===== config.mk =====
export PLATFORM = sky130hd
export DESIGN_NAME = instr_encoder
export DESIGN_NICKNAME = d
export VERILOG_FILES = /design/src/rtl/rv_enc_pkg.sv /design/src/rtl/imm_pack.sv /design/src/rtl/instr_encoder.sv
export SDC_FILE = /design/constraint.sdc
export NUM_CORES = 1
export LEC_CHECK = 0
export ABC_AREA = 1
export BUFFER_PORTS_ARGS = -buffer_cell sky130_fd_sc_hd__buf_4
export CORE_UTILIZATION = 33
export DETAILED_ROUTE_END_ITERATION = 10
export SLEW_MARGIN = 20
export SYNTH_ARGS = -nofsm -noshare
export SYNTH_HDL_FRONTEND = slang
export SYNTH_SLANG_ARGS = --single-unit
export TNS_END_PERCENT = 20

===== constraint.sdc =====
create_clock -name clk -period 1.69 [get_ports clk]
set_clock_uncertainty 0.2 [all_clocks]
set_input_delay 0.169 -clock clk [delete_from_list [all_inputs] [get_ports clk]]
set_output_delay 0.169 -clock clk [all_outputs]
set_load 0.02 [all_outputs]

===== src/rtl/rv_enc_pkg.sv =====
// Shared RV32I encoder definitions: instruction formats, major opcodes and
// the signed immediate ranges each format can represent.
package rv_enc_pkg;

    typedef enum logic [2:0] {
        FMT_R = 3'd0,
        FMT_I = 3'd1,
        FMT_S = 3'd2,
        FMT_B = 3'd3,
        FMT_U = 3'd4,
        FMT_J = 3'd5
    } fmt_e;

    localparam logic [6:0] OP_REG = 7'b0110011;
    localparam logic [6:0] OP_IMM = 7'b0010011;
    localparam logic [6:0] STORE  = 7'b0100011;
    localparam logic [6:0] BRANCH = 7'b1100011;
    localparam logic [6:0] LUI    = 7'b0110111;
    localparam logic [6:0] JAL    = 7'b1101111;

    localparam logic signed [31:0] IMM12_MIN = -32'sd2048;
    localparam logic signed [31:0] IMM12_MAX = 32'sd2047;
    localparam logic signed [31:0] IMM13_MIN = -32'sd4096;
    localparam logic signed [31:0] IMM13_MAX = 32'sd4094;
    localparam logic signed [31:0] IMM21_MIN = -32'sd1048576;
    localparam logic signed [31:0] IMM21_MAX = 32'sd1048574;

    function automatic logic in_range(input logic signed [31:0] v,
                                      input logic signed [31:0] lo,
                                      input logic signed [31:0] hi);
        return (v >= lo) && (v <= hi);
    endfunction

endpackage


===== src/rtl/imm_pack.sv =====
// Scatters a signed byte immediate into its instruction-word bit positions
// for the given format and flags values the format cannot represent.
module imm_pack
    import rv_enc_pkg::*;
(
    input  logic [2:0]  fmt_i,
    input  logic [31:0] imm_i,
    output logic [31:0] bits_o,
    output logic        err_o
);

    logic signed [31:0] imm_s;
    fmt_e               fmt;

    assign imm_s = $signed(imm_i);
    assign fmt   = fmt_e'(fmt_i);

    always_comb begin
        bits_o = '0;
        err_o  = 1'b0;
        case (fmt)
            FMT_R: ;
            FMT_I: begin
                bits_o[31:20] = imm_i[11:0];
                err_o         = !in_range(imm_s, IMM12_MIN, IMM12_MAX);
            end
            FMT_S: begin
                bits_o[31:25] = imm_i[11:5];
                bits_o[11:7]  = imm_i[4:0];
                err_o         = !in_range(imm_s, IMM12_MIN, IMM12_MAX);
            end
            FMT_B: begin
                bits_o[31]    = imm_i[12];
                bits_o[7]     = imm_i[11];
                bits_o[30:25] = imm_i[10:5];
                bits_o[11:8]  = imm_i[4:1];
                err_o         = imm_i[0] || !in_range(imm_s, IMM13_MIN, IMM13_MAX);
            end
            FMT_U: begin
                bits_o[31:12] = imm_i[31:12];
                err_o         = |imm_i[11:0];
            end
            FMT_J: begin
                bits_o[31]    = imm_i[20];
                bits_o[30:21] = imm_i[10:1];
                bits_o[20]    = imm_i[11];
                bits_o[19:12] = imm_i[19:12];
                err_o         = imm_i[0] || !in_range(imm_s, IMM21_MIN, IMM21_MAX);
            end
            default: err_o = 1'b1;
        endcase
    end

endmodule


===== src/rtl/instr_encoder.sv =====
// RV32I instruction encoder: one-deep output register behind a valid/ready
// handshake, emitting packed words with sequential instruction-memory addresses.
module instr_encoder
    import rv_enc_pkg::*;
#(
    parameter int                ADDR_W    = 32,
    parameter logic [ADDR_W-1:0] BASE_ADDR = '0,
    parameter int                CNT_W     = 16
) (
    input  logic              clk,
    input  logic              rst_n,
    input  logic              in_valid,
    output logic              in_ready,
    input  logic [2:0]        fmt,
    input  logic [6:0]        opcode,
    input  logic [2:0]        funct3,
    input  logic [6:0]        funct7,
    input  logic [4:0]        rd,
    input  logic [4:0]        rs1,
    input  logic [4:0]        rs2,
    input  logic [31:0]       imm,
    output logic              out_valid,
    input  logic              out_ready,
    output logic [31:0]       out_instr,
    output logic [ADDR_W-1:0] out_addr,
    output logic              out_err,
    output logic              err_sticky,
    input  logic              clr_err,
    output logic [CNT_W-1:0]  word_cnt,
    input  logic              restart
);

    logic              valid_q, valid_d;
    logic [31:0]       instr_q, instr_d;
    logic              err_q, err_d;
    logic [ADDR_W-1:0] addr_q, addr_d;
    logic [CNT_W-1:0]  cnt_q, cnt_d;
    logic              sticky_q, sticky_d;

    logic [31:0] imm_bits;
    logic        imm_err;
    logic [31:0] enc;
    logic        accept;
    logic        xfer;

    imm_pack u_imm_pack (
        .fmt_i  (fmt),
        .imm_i  (imm),
        .bits_o (imm_bits),
        .err_o  (imm_err)
    );

    always_comb begin
        enc = '0;
        case (fmt_e'(fmt))
            FMT_R:        enc = {funct7, rs2, rs1, funct3, rd, opcode};
            FMT_I:        enc = imm_bits | {12'b0, rs1, funct3, rd, opcode};
            FMT_S, FMT_B: enc = imm_bits | {7'b0, rs2, rs1, funct3, 5'b0, opcode};
            FMT_U, FMT_J: enc = imm_bits | {20'b0, rd, opcode};
            default:      enc = '0;
        endcase
    end

    // restart drops the held word, so it also blocks both accept and transfer
    assign in_ready = !restart && (!valid_q || out_ready);
    assign accept   = in_valid && in_ready;
    assign xfer     = valid_q && out_ready && !restart;

    always_comb begin
        valid_d  = valid_q;
        instr_d  = instr_q;
        err_d    = err_q;
        addr_d   = addr_q;
        cnt_d    = cnt_q;
        sticky_d = sticky_q;

        if (xfer && err_q) begin
            sticky_d = 1'b1;
        end else if (clr_err) begin
            sticky_d = 1'b0;
        end

        if (restart) begin
            valid_d = 1'b0;
            addr_d  = BASE_ADDR;
            cnt_d   = '0;
        end else begin
            if (xfer) begin
                valid_d = 1'b0;
                addr_d  = addr_q + ADDR_W'(4);
                cnt_d   = cnt_q + CNT_W'(1);
            end
            if (accept) begin
                valid_d = 1'b1;
                instr_d = enc;
                err_d   = imm_err;
            end
        end
    end

    always_ff @(posedge clk or negedge rst_n) begin
        if (!rst_n) begin
            valid_q  <= 1'b0;
            instr_q  <= '0;
            err_q    <= 1'b0;
            addr_q   <= BASE_ADDR;
            cnt_q    <= '0;
            sticky_q <= 1'b0;
        end else begin
            valid_q  <= valid_d;
            instr_q  <= instr_d;
            err_q    <= err_d;
            addr_q   <= addr_d;
            cnt_q    <= cnt_d;
            sticky_q <= sticky_d;
        end
    end

    assign out_valid  = valid_q;
    assign out_instr  = instr_q;
    assign out_err    = err_q;
    assign out_addr   = addr_q;
    assign word_cnt   = cnt_q;
    assign err_sticky = sticky_q;

endmodule


Word-level counts from Yosys, hierarchy flattened
Index checks and enable logic that the tools add are counted.

storage, ports and cells
  flip-flop bits (word level) = 83
  bits of input ports = 73
  output and inout bits = 84
  word-level logic and storage cells = 63

operators by class
  add/subtract/negate cells = 2
  magnitude comparators = 6
  equal/unequal tests = 5
  muxes and demuxes = 15
  bitwise gates (word level) = 4
  reductions and logical operators = 25

operators with widths
  kind                   count
  $pmux 32 s4            1
  $mux 32                2
  $add 32x3->32 const B  1
  $ge 32x12->1 const B   1
  $ge 32x13->1 const B   1
  $ge 32x21->1 const B   1
  $le 32x12->1 const B   1
  $le 32x13->1 const B   1
  $le 32x21->1 const B   1
  $mux 16                2
  $or 32x12->32          1
  $or 32x20->32          1
  $or 32x25->32          1
  $pmux 7 s4             1
  $add 16x1->16 const B  1
  $pmux 5 s3             1
  $reduce_or 12->1       1
  $pmux 5 s2             1
  $logic_and 1x1->1      8
  $mux 8                 1
  $eq 3x2->1 const B     2
  $eq 3x3->1 const B     2
  $reduce_or 2->1        3
  $logic_not 1->1        5
  other kinds (9)        16

Longest topological paths before layout
  word-level depth = 6
  depth in mapped cells = 13
  mapped depth without buffers = 13

By module
Synthesis repeated with hierarchy kept, for this count alone.

unflattened totals
  cell total of the unflattened synthesis = 760
  area, all modules = 5123.7 um2

by module, submodules not included
  module         times used  cells each  area each (um2)  seq. area each (um2)
  instr_encoder  1           556         4229.1           2026.9
  imm_pack       1           204         894.6            0.0

Worst setup path before layout
OpenSTA, ideal clock, no wires.

  path kind = flip-flop to flip-flop
  from = reg addr_q[2], in the netlist out_addr[2]
  to = reg addr_q[18], in the netlist out_addr[18]
  library setup time = 121 ps
  data arrival time = 1708 ps
  data required time = 1369 ps
  setup slack = -340 ps
  cell stages (with the launch flop) = 11
  buffers on the path = 0
  period minus slack after synthesis = 2030 ps
  path through = dfrtp_1 > ha_1 > inv_1 > nor3_4 > nand2_2 > nor2_4 > nand2_4 > nor2_1 > nand2_1 > o21ai_0 > nor2_1

between the ends
  cells in the longest elaborated chain, start to end = 3

ends and longest elaborated chain
  what                      line                  source
  start: declaration        instr_encoder.sv:36   logic [ADDR_W-1:0] addr_q, addr_d;
  start signal: assignment  instr_encoder.sv:113  addr_q <= addr_d;
  $add 32x3->32             instr_encoder.sv:90   addr_d = addr_q + ADDR_W'(4);
  $mux 32                   instr_encoder.sv:88   if (xfer) begin
  $mux 32                   instr_encoder.sv:83   if (restart) begin

No other way between the ends. The select of a mux whose other input is x is not followed.
A chain may end at the register's enable or synchronous reset.

Worst setup path after layout
Ends and elaborated chain as after synthesis.

==> flow_summary.toml <==
[worst_setup_path]
worst_ep_arrival_time_ps = 1860
cpLargestDelayFamily = "simple AND/OR/NAND/NOR gates"
worstReg2RegStart = "out_addr[2]"
r2r_slack_ps = -140
worst_setup_path_start_kind = "flop"
reg2reg_depth = 11
crit_buf_inv = 2
critPathSlowestCell = "dfrtp_2"
crit_chain = "ha_4, inv_2, nor3_4, nand2_2, nor2_4, nand2_4, buf_12, nor2_4, nand2_2, o21ai_1, nor2_1"
required_ps = 1720
crit_type = "flop to flop"
cp_slowest_stage_delay_ps = 390
crit_path_end_kind = "flop"
cp_max_fo = 4
r2r-end = "out_addr[18]"

[timing]
grt_setup_unrepaired = "true"
slew-limit-headroom_pct = 66.62
fmax_mhz = 547.3
fin_setup_tns_ps = -668.8
post-route-min-period_ps = 1827
hold_viol = 0
slew_viol_final = 0
setup_slack_ps = -137.2
worstMarginPinSlew_ps = 500.7
setup_viol = 9
period_share_pct = 108.1

[detailed_routing]
drt_wl_total_um = 16380
avgRoutedWirePerCell_um = 14.10
viasPerCell = 4.849
drcViolationCount = 0
vias = 5635
drtIter0Drc = 280
ant_nets = 0
firstDrtPassIters = 5

[logic_synthesis]
ys_warn_count = 0
synth_top_area_share_pct = 41.75
synth-seq-cells = 81
ys_seq_area_share_pct = 41.75
synth_area_um2 = 4855
synth_cells = 709
synth.avg_cell_area_um2 = 6.847
ys_types = 39
yosys.area.top_type = "dfrtp_1"
synth.area.top_cells = "dfrtp_1 (42%), nand2_1 (17%), inv_1 (7.2%)"

[place]
port_buffers = 154
place_congestion = 0.9147
dp_hpwl_um = 12260
dpl_cell_area_um2 = 6790

[power]
ir_drop_uv = 472.8
seqPwrFrac_pct = 38.7
power_frac_clock_pct = 41.5
p_sw_w = 0.001514
p_int_w = 0.004044
total_power_w = 0.005557
p_leak_nw = 3.918
swShare_pct = 27.24
power_density_nw_per_um2 = 715.8
pwr-share-comb_pct = 19.8

[finish]
final_layout_size_suffix_gt1_share_pct = 33.10
area_growth_pct = 59.92
finalInstanceArea_um2 = 7764
nNetsFinal = 1052
diodes = 0

[clock_tree]
clkTransAtPathRegs_ps = 60
clock-sinks = 81
htree_levels = 3
cts_tree = "done"
clk_path_buf_depth = 2
cts_root_buf = "clkbuf_16"
cts_buffers = 9
clock_latency_ps = 340

[die]
die-area_um2 = 15200
core_um2 = 14100
die_h_um = 123.3
initial_core_util_pct = 34.44
io_pins = 157
core.rowCount = 43
die_width_um = 123.3

[status]
status = "finished with violations"
failed_checks = "setup timing"

[min_path]
worstHoldStart = "imm[15]"
holdPathEnd = "out_instr[15]"
worst_hold_path.num_cells = 5
hp-class = "primary input to flop"

[global_routing]
antenna_found_initial = 0
grt_overflow = 0
grt_max_degree = 82
grt_pass1_vias = 5364
grt_pass1_wl_um = 25910
grt_use_total_pct = 22.16

[run]
drv_cap = 0
[how the worst max path moves through the flow]
stage,end,cells past startpoint,slack [ps],from
global route,out_addr[21],10,-240,out_addr[2]
floorplan,out_addr[26],12,-210,out_addr[2]
global placement,out_addr[26],13,-130,out_addr[3]
finish,out_addr[18],11,-140,out_addr[2]
CTS,out_addr[26],13,-170,out_addr[3]
detailed placement,out_addr[26],12,-170,out_addr[3]
[what timing repair did]
action | 4_1_cts | 5_1_grt
endpoints found under the hold margin | 112 | 0
hold buffers | 34 | 0
gates resized for setup | 6 | 56
cloned | 0 | 0
setup buffers | 3 | 7
pin swaps | 4 | 18
endpoints found under the setup margin | 18 | 49
[sequential cells by signal, indices dropped and copies added (netlist names)]
name,count
out_instr,32
out_addr,30
word_cnt,16
err_sticky,1
out_err,1
out_valid,1
[synthesized netlist by cell type (all sizes together)]
cell,n
xor2,3
buf,5
a2bb2oi,1
o21ai,53
a32o,1
dfrtp,81
inv,95
a21oi,34
o2111ai,1
o22a,1
ha,2
nand2,220
nand4,22
nor2,93
and2,1
a211oi,2
a221oi,4
nor4,3
or2,2
o22ai,4
nand3,33
a31oi,1
a22o,1
o221ai,4
a31o,1
clkbuf,12
o31ai,2
nand3b,1
nor3,22
conb,1
o21a,2
clkinv,1
[power by group through the flow]
stage                     Combinational [W]  Clock (W)  Sequential [W]
after floorplan                    0.000303          0         0.00233
after global placement              0.00103          0         0.00218
after detailed placement            0.00103          0         0.00218
after CTS                           0.00109    0.00236         0.00215
after global routing                0.00120    0.00244         0.00217
final                               0.00110    0.00231         0.00215
[cells by family after synthesis]
family	after synthesis	share of synthesized area, %
adder cells (fa/ha/maj)	2	0.5154
flip-flops	81	41.75
AO/OA/AOI/OAI	112	13.09
other	1	0.07725
XOR/XNOR	3	0.5413
buffers and inverters	113	9.020
AND/OR/NAND/NOR	397	35.00
[tightest hold or removal path, cell delays in order]
cell     delay, ps
buf_4          130
inv_1           40
o21ai_0         70
nand2_1         60
nand2_1         40
[layout by cell type, fill, tap and decap left out, drive strengths merged, types with 11 or more instances in the layout]
cell and instances:
buf 239, nand2 220, inv 95, nor2 93, dfrtp 81, o21ai 53, dlygate4sd3 34, a21oi 34
nand3 33, nand4 22, nor3 22, clkbuf 11
[per-stage QoR]
step,utilization [%],hold WS (ps),cells,worst slack [ps]
final,55.08,8.984,1162,-137.2
after global routing,55.08,8.011,1162,-239.5
after CTS,53.35,1.050,1155,-167.6
after detailed placement,48.17,40.47,1102,-168.5
after global placement,48.17,43.22,1102,-131.1
after floorplan,-,-326.6,710,-207.6
[per-layer routing]
layer / vias to the layer above / wire length, um / GRT usage, % / share of wire [%]
li1: 2828 / - / - / -
met1: 2566 / 7109 / 28.33 / 43
met2: 210 / 7683 / 35.79 / 47
met3: 31 / 1053 / 3.828 / 6.4
met4: 0 / 535 / 11.45 / 3.3
met5: - / 0 / 0 / 0
[cell type report]
| class | instances | area [um^2] |
|---|---|---|
| Clock buffer | 11 | 242.7 |
| Clock inverter | 5 | 102.6 |
| Fill cell | 1373 | 6332 |
| Inverter | 96 | 362.8 |
| Multi-Input combinational cell | 516 | 2599 |
| Sequential cell | 81 | 2037 |
| Tap cell | 180 | 225.2 |
| Timing Repair Buffer | 273 | 2195 |
Note: power is estimated with default switching activity, not from simulation.
